===== src/rtl/fork_join_ctrl.sv =====
// Fork/join controller: launches a set of worker channels with one request and
// releases the parent according to JOIN_ALL / JOIN_ANY / JOIN_NONE, with kill and timeout.
module fork_join_ctrl #(
    parameter int unsigned N_CH  = 4,
    parameter int unsigned TMO_W = 16
) (
    input  logic                     clk,
    input  logic                     rst,
    input  logic                     fork_req,
    input  logic [N_CH-1:0]          fork_mask,
    input  logic [1:0]               join_mode,
    input  logic                     kill_on_join,
    input  logic [TMO_W-1:0]         timeout,
    input  logic [N_CH-1:0]          ch_done,
    output logic                     fork_ack,
    output logic [N_CH-1:0]          ch_start,
    output logic [N_CH-1:0]          ch_kill,
    output logic [N_CH-1:0]          pending,
    output logic                     busy,
    output logic                     joined,
    output logic [$clog2(N_CH)-1:0]  join_first,
    output logic                     timed_out,
    output logic [TMO_W-1:0]         elapsed
);

    localparam int unsigned FW = $clog2(N_CH);
    localparam logic [TMO_W-1:0] CNT_MAX = '1;

    typedef enum logic [1:0] {
        IDLE  = 2'd0,
        WAIT  = 2'd1,
        DRAIN = 2'd2
    } state_t;

    state_t            state, state_d;
    logic [TMO_W-1:0]  cnt, cnt_d;
    logic [TMO_W-1:0]  tmo_r, tmo_d;
    logic              any_r, any_d;
    logic              kill_r, kill_d;

    logic              fork_ack_d, joined_d, timed_out_d;
    logic [N_CH-1:0]   ch_start_d, ch_kill_d, pending_d;
    logic [FW-1:0]     join_first_d;
    logic [TMO_W-1:0]  elapsed_d;

    logic [N_CH-1:0]   done_v, remain;
    logic [TMO_W-1:0]  cnt_inc;
    logic              tmo_hit, join_hit;

    function automatic logic [FW-1:0] lowest(input logic [N_CH-1:0] v);
        lowest = '0;
        for (int i = N_CH - 1; i >= 0; i--) begin
            if (v[i]) lowest = FW'(i);
        end
    endfunction

    // Done pulses only count for launched channels; counter saturates.
    assign done_v  = ch_done & pending;
    assign remain  = pending & ~done_v;
    assign cnt_inc = (cnt == CNT_MAX) ? cnt : cnt + TMO_W'(1);
    assign tmo_hit = (tmo_r != '0) && (cnt_inc == tmo_r);

    always_comb begin
        state_d      = state;
        cnt_d        = cnt;
        tmo_d        = tmo_r;
        any_d        = any_r;
        kill_d       = kill_r;
        pending_d    = pending;
        elapsed_d    = elapsed;
        join_first_d = join_first;
        fork_ack_d   = 1'b0;
        ch_start_d   = '0;
        ch_kill_d    = '0;
        joined_d     = 1'b0;
        timed_out_d  = 1'b0;
        join_hit     = 1'b0;

        unique case (state)
            IDLE: begin
                if (fork_req) begin
                    fork_ack_d = 1'b1;
                    ch_start_d = fork_mask;
                    pending_d  = fork_mask;
                    cnt_d      = '0;
                    elapsed_d  = '0;
                    tmo_d      = timeout;
                    any_d      = (join_mode == 2'd1);
                    kill_d     = kill_on_join;
                    if (fork_mask == '0) begin
                        joined_d = 1'b1;
                    end else if (join_mode == 2'd2) begin
                        joined_d = 1'b1;
                        state_d  = DRAIN;
                    end else begin
                        state_d  = WAIT;
                    end
                end
            end

            WAIT: begin
                cnt_d     = cnt_inc;
                pending_d = remain;
                join_hit  = any_r ? (done_v != '0) : (remain == '0);
                // A join on the same edge as the timeout wins.
                if (join_hit) begin
                    joined_d  = 1'b1;
                    elapsed_d = cnt_inc;
                    if (any_r) join_first_d = lowest(done_v);
                    if (any_r && kill_r) begin
                        ch_kill_d = remain;
                        pending_d = '0;
                        state_d   = IDLE;
                    end else begin
                        state_d   = (remain == '0) ? IDLE : DRAIN;
                    end
                end else if (tmo_hit) begin
                    timed_out_d = 1'b1;
                    ch_kill_d   = remain;
                    pending_d   = '0;
                    state_d     = IDLE;
                end
            end

            DRAIN: begin
                cnt_d     = cnt_inc;
                pending_d = remain;
                if (remain == '0) begin
                    state_d = IDLE;
                end else if (tmo_hit) begin
                    timed_out_d = 1'b1;
                    ch_kill_d   = remain;
                    pending_d   = '0;
                    state_d     = IDLE;
                end
            end

            default: state_d = IDLE;
        endcase
    end

    always_ff @(posedge clk) begin
        if (rst) begin
            state      <= IDLE;
            cnt        <= '0;
            tmo_r      <= '0;
            any_r      <= 1'b0;
            kill_r     <= 1'b0;
            fork_ack   <= 1'b0;
            ch_start   <= '0;
            ch_kill    <= '0;
            pending    <= '0;
            busy       <= 1'b0;
            joined     <= 1'b0;
            join_first <= '0;
            timed_out  <= 1'b0;
            elapsed    <= '0;
        end else begin
            state      <= state_d;
            cnt        <= cnt_d;
            tmo_r      <= tmo_d;
            any_r      <= any_d;
            kill_r     <= kill_d;
            fork_ack   <= fork_ack_d;
            ch_start   <= ch_start_d;
            ch_kill    <= ch_kill_d;
            pending    <= pending_d;
            busy       <= (state_d != IDLE);
            joined     <= joined_d;
            join_first <= join_first_d;
            timed_out  <= timed_out_d;
            elapsed    <= elapsed_d;
        end
    end

endmodule


===== config.mk =====
export PLATFORM = sky130hd
export DESIGN_NAME = fork_join_ctrl
export DESIGN_NICKNAME = d
export VERILOG_FILES = /design/src/rtl/fork_join_ctrl.sv
export SDC_FILE = /design/constraint.sdc
export NUM_CORES = 1
export LEC_CHECK = 0
export ABC_AREA = 1
export BUFFER_PORTS_ARGS = -buffer_cell sky130_fd_sc_hd__clkbuf_2
export CORE_MARGIN = 1.5
export CORE_UTILIZATION = 56
export CTS_CLUSTER_SIZE = 40
export DETAILED_ROUTE_END_ITERATION = 12
export PLACE_DENSITY = 0.92
export SLEW_MARGIN = 20
export SYNTH_ARGS = -nofsm -noshare
export SYNTH_HDL_FRONTEND = slang
export SYNTH_SLANG_ARGS = --single-unit

===== constraint.sdc =====
create_clock -name clk -period 3.2 [get_ports clk]
set_clock_uncertainty 0.05 [all_clocks]
set_input_delay 0.32 -clock clk [delete_from_list [all_inputs] [get_ports clk]]
set_output_delay 0.32 -clock clk [all_outputs]
set_load 0.01 [all_outputs]

==> results.md <==
- Vias per std cell: 5.56
- Post-Syn Instances: 581
- Aggregate global routing overflow: 0
- Die ar.: 7130 um^2
- Clk root buf: clkbuf_8
- Outcome: completed
- Hold Slack: 0.153 ns
- Hold Violations, Final: 0
- Switching share of power: 28.8%
- Post-synthesis sequential area ratio: 37.7%
- Yosys reg bits: 70
- Initial drt markers: 267
- Wirelength per Cell: 14.5 um
- Clock share of power: 41.4%
- Startpoint Class: register
- Skew-Pair Late Insertion Delay: 0.35 ns
- Vias in the first global route: 3664
- Sink Count: 70
- Reg power frac: 41.1%
- Worst Min Path Start: fork_mask[1]
- Actual transition at the worst max-transition pin: 0.665 ns
- CTS Buf Count: 9
- Setup TNS: 0 ns
- DR pass1 iterations: 4
- Asr flop ratio synth: 0%
- Drt drc: 0
- Die height: 84.4 um
- P&R area growth vs syn: 17.8%
- Unrepaired setup endpoints after global routing: false
- Post-synth EDFFs: 0
- Logic pwr share: 17.5%
- Chip width: 84.4 um
- Multi-input logic area: 2000 um^2
- Initial antenna violation count: 0
- Slew margin rel.: 55.3%
- Psw: 670 uW
- Sequential Area: 1400 um^2
- P_leak: 0.00203 uW
- Reg2Reg Setup Slack: 0.44 ns
- Core area: 6390 um^2
- Reg2reg start: cnt[0]$_SDFFE_PP0P_
- Min Tclk post-route: 2.76 ns
- Maximum VDD drop: 0.472 mV
- Placed instance area: 4100 um^2
- Main area contributors after synthesis: dfxtp_1 (38%), nand2_1 (19%), a21oi_1 (8.1%), nand3_1 (6.7%), inv_1 (6.5%)
- Post-CTS Resized: 0
- Final nets: 682
- Pin count of the biggest net entering global routing: 36
- Critical path class: reg -> reg
- Clk buf depth: 2
- CTS H-tree lvls: 3
- Diode count: 0
- Hold Path Class: in -> reg
- Hold EP: ch_start[1]$_SDFF_PP0_
- Hold buffer count at CTS: 0
- All-Layer GR Usage: 30.8%
- P_int: 1650 uW
- Max cap viols: 0
- Syn nets: 617
- DRT antenna net count: 0
- First-pass GRT wire length: 17500 um
- Final Util: 68.5%
- Core Rows: 29
- Post-DP HPWL: 8120 um
- Clock transition at path regs: 0.09 ns
- Top_reg_cell synth: dfxtp_1
- Final GP Congestion: 1.03
- Fin area: 4380 um^2
- CTS tree: yes
- Max Slew Vio Count: 0
- Crit path DAT: 3.00 ns
- Fillers: 600
- Final Cycle Share: 86.4%
- FMAX: 362 MHz
- Top-area cell type share of the netlist area: 37.7%
- R2R depth: 18
- Worst hold stages: 3
- Number of post-CTS setup repair buffers: 0
- Via Count: 4047
- Cell taking the most area after synthesis: dfxtp_1
- Wirelength, routed: 10600 um
- Power Density: 531 nW/um^2
- Netlist Area Pre-Place: 3710 um^2
- Synth warnings: 0
- Setup crit end kind: register
- Synth unique cells: 30
- Setup violators final: 0
- Layout cell share with drive strength beyond 1: 15.2%
- Req. time, crit path: 3.44 ns
- Critical path peak fanout: 21
- Starting Density: 58.2%
- Syn Area/Cell: 6.39 um^2
- PortBufs: 63
- I/O Pins: 64
- FF-to-FF End: ch_kill[0]$_SDFF_PP0_
-- critical path, cell delays in order, from the launching register on --
cell and delay, ns:
dfxtp_1 0.45, ha_1 0.27, inv_1 0.09, nor2_2 0.14
nand2_2 0.09, nor2_4 0.13, inv_2 0.17, nand2_1 0.16
nand2_1 0.11, nand2_1 0.08, nand2_1 0.05, nor2_1 0.10
nand3_1 0.13, nor2_2 0.12, nand3_2 0.12, nand2_1 0.10
nand2_1 0.07, o21ai_1 0.11, and3_1 0.16
-- logic make-up (layout without fill, tap and decap cells) --
group | Yosys count | in the layout | share of synthesized area, %
buffers and inverters | 80 | 150 | 8.35
adders and majority gates | 6 | 6 | 2.02
AOI/OAI and AO/OA | 88 | 88 | 12.2
and+or+nand+nor | 330 | 330 | 38.1
xor gates and xnor gates | 7 | 7 | 1.65
DFF | 70 | 70 | 37.7
-- cells in the mapped netlist (all sizes together), types with 2 or more instances --
cell    number
ha           6
nor3         4
buf          3
nand4       13
nand2      192
a21oi       60
nor2        59
dfxtp       70
nand3       51
xor2         4
xnor2        3
nor4         4
and3         4
o21ai       23
inv         65
clkbuf      12
o211ai       2
o21bai       2
-- placed cells by master, fill, tap and decap left out, drive strengths merged, types with 5 or more instances in the layout --
cell,count
nand2,192
inv,65
o21ai,23
ha,6
a21oi,60
nand4,13
nand3,51
clkbuf,73
buf,5
nor2,59
dfxtp,70
-- worst max path at each step --
stage	from	endpoint	slack [ns]	depth (start not counted)
after global placement	cnt[0]$_SDFFE_PP0P_	busy$_SDFF_PP0_	0.57	16
after floorplan	cnt[0]$_SDFFE_PP0P_	busy$_SDFF_PP0_	0.91	16
after CTS	cnt[0]$_SDFFE_PP0P_	ch_kill[0]$_SDFF_PP0_	0.44	18
final	cnt[0]$_SDFFE_PP0P_	ch_kill[0]$_SDFF_PP0_	0.44	18
after detailed placement	cnt[0]$_SDFFE_PP0P_	pending[3]$_SDFFE_PP0P_	0.49	18
after global routing	cnt[0]$_SDFFE_PP0P_	ch_kill[0]$_SDFF_PP0_	0.16	18
-- sequential cells by signal (all words and copies together), names as in the netlist --
name,count
tmo_r,16
join_first,2
state,2
ch_start,4
fork_ack,1
joined,1
ch_kill,4
timed_out,1
any_r,1
elapsed,16
pending,4
busy,1
kill_r,1
cnt,16
-- area by class of cell --
class	count	area share [%]
multi-input cells	431	45.8
flip-flops and latches	70	32.0
repair buffers	69	8.24
inverters	65	5.58
clock inverters	7	3.35
clock buffers	9	2.83
well taps	77	2.20
-- power by group through the flow --
stage                     clock [uW]  sequential [uW]  combinational, uW
after floorplan                    0              974                267
after global placement             0              974                391
after detailed placement           0              974                396
after CTS                        967              954                398
after global routing            1000              960                457
final                            962              955                408
-- routing by layer --
| layer | track usage [%] | up-vias | part of all wire (%) |
|---|---|---|---|
| met4 | 12.0 | 0 | 2.7 |
| met3 | 3.44 | 25 | 6.8 |
| met2 | 46.6 | 171 | 43 |
| met5 | 0 | - | 0 |
| met1 | 45.2 | 1845 | 47 |
| li1 | - | 2006 | - |
-- per-stage QoR --
stage	power (uW)	std cells	setup WS [ns]
floorplan	1240	581	0.908
detailed placement	1370	711	0.492
finish	2320	728	0.436
global route	2420	728	0.164
CTS	2320	727	0.441
global placement	1370	711	0.565
Power figures use the tool's default switching activity.
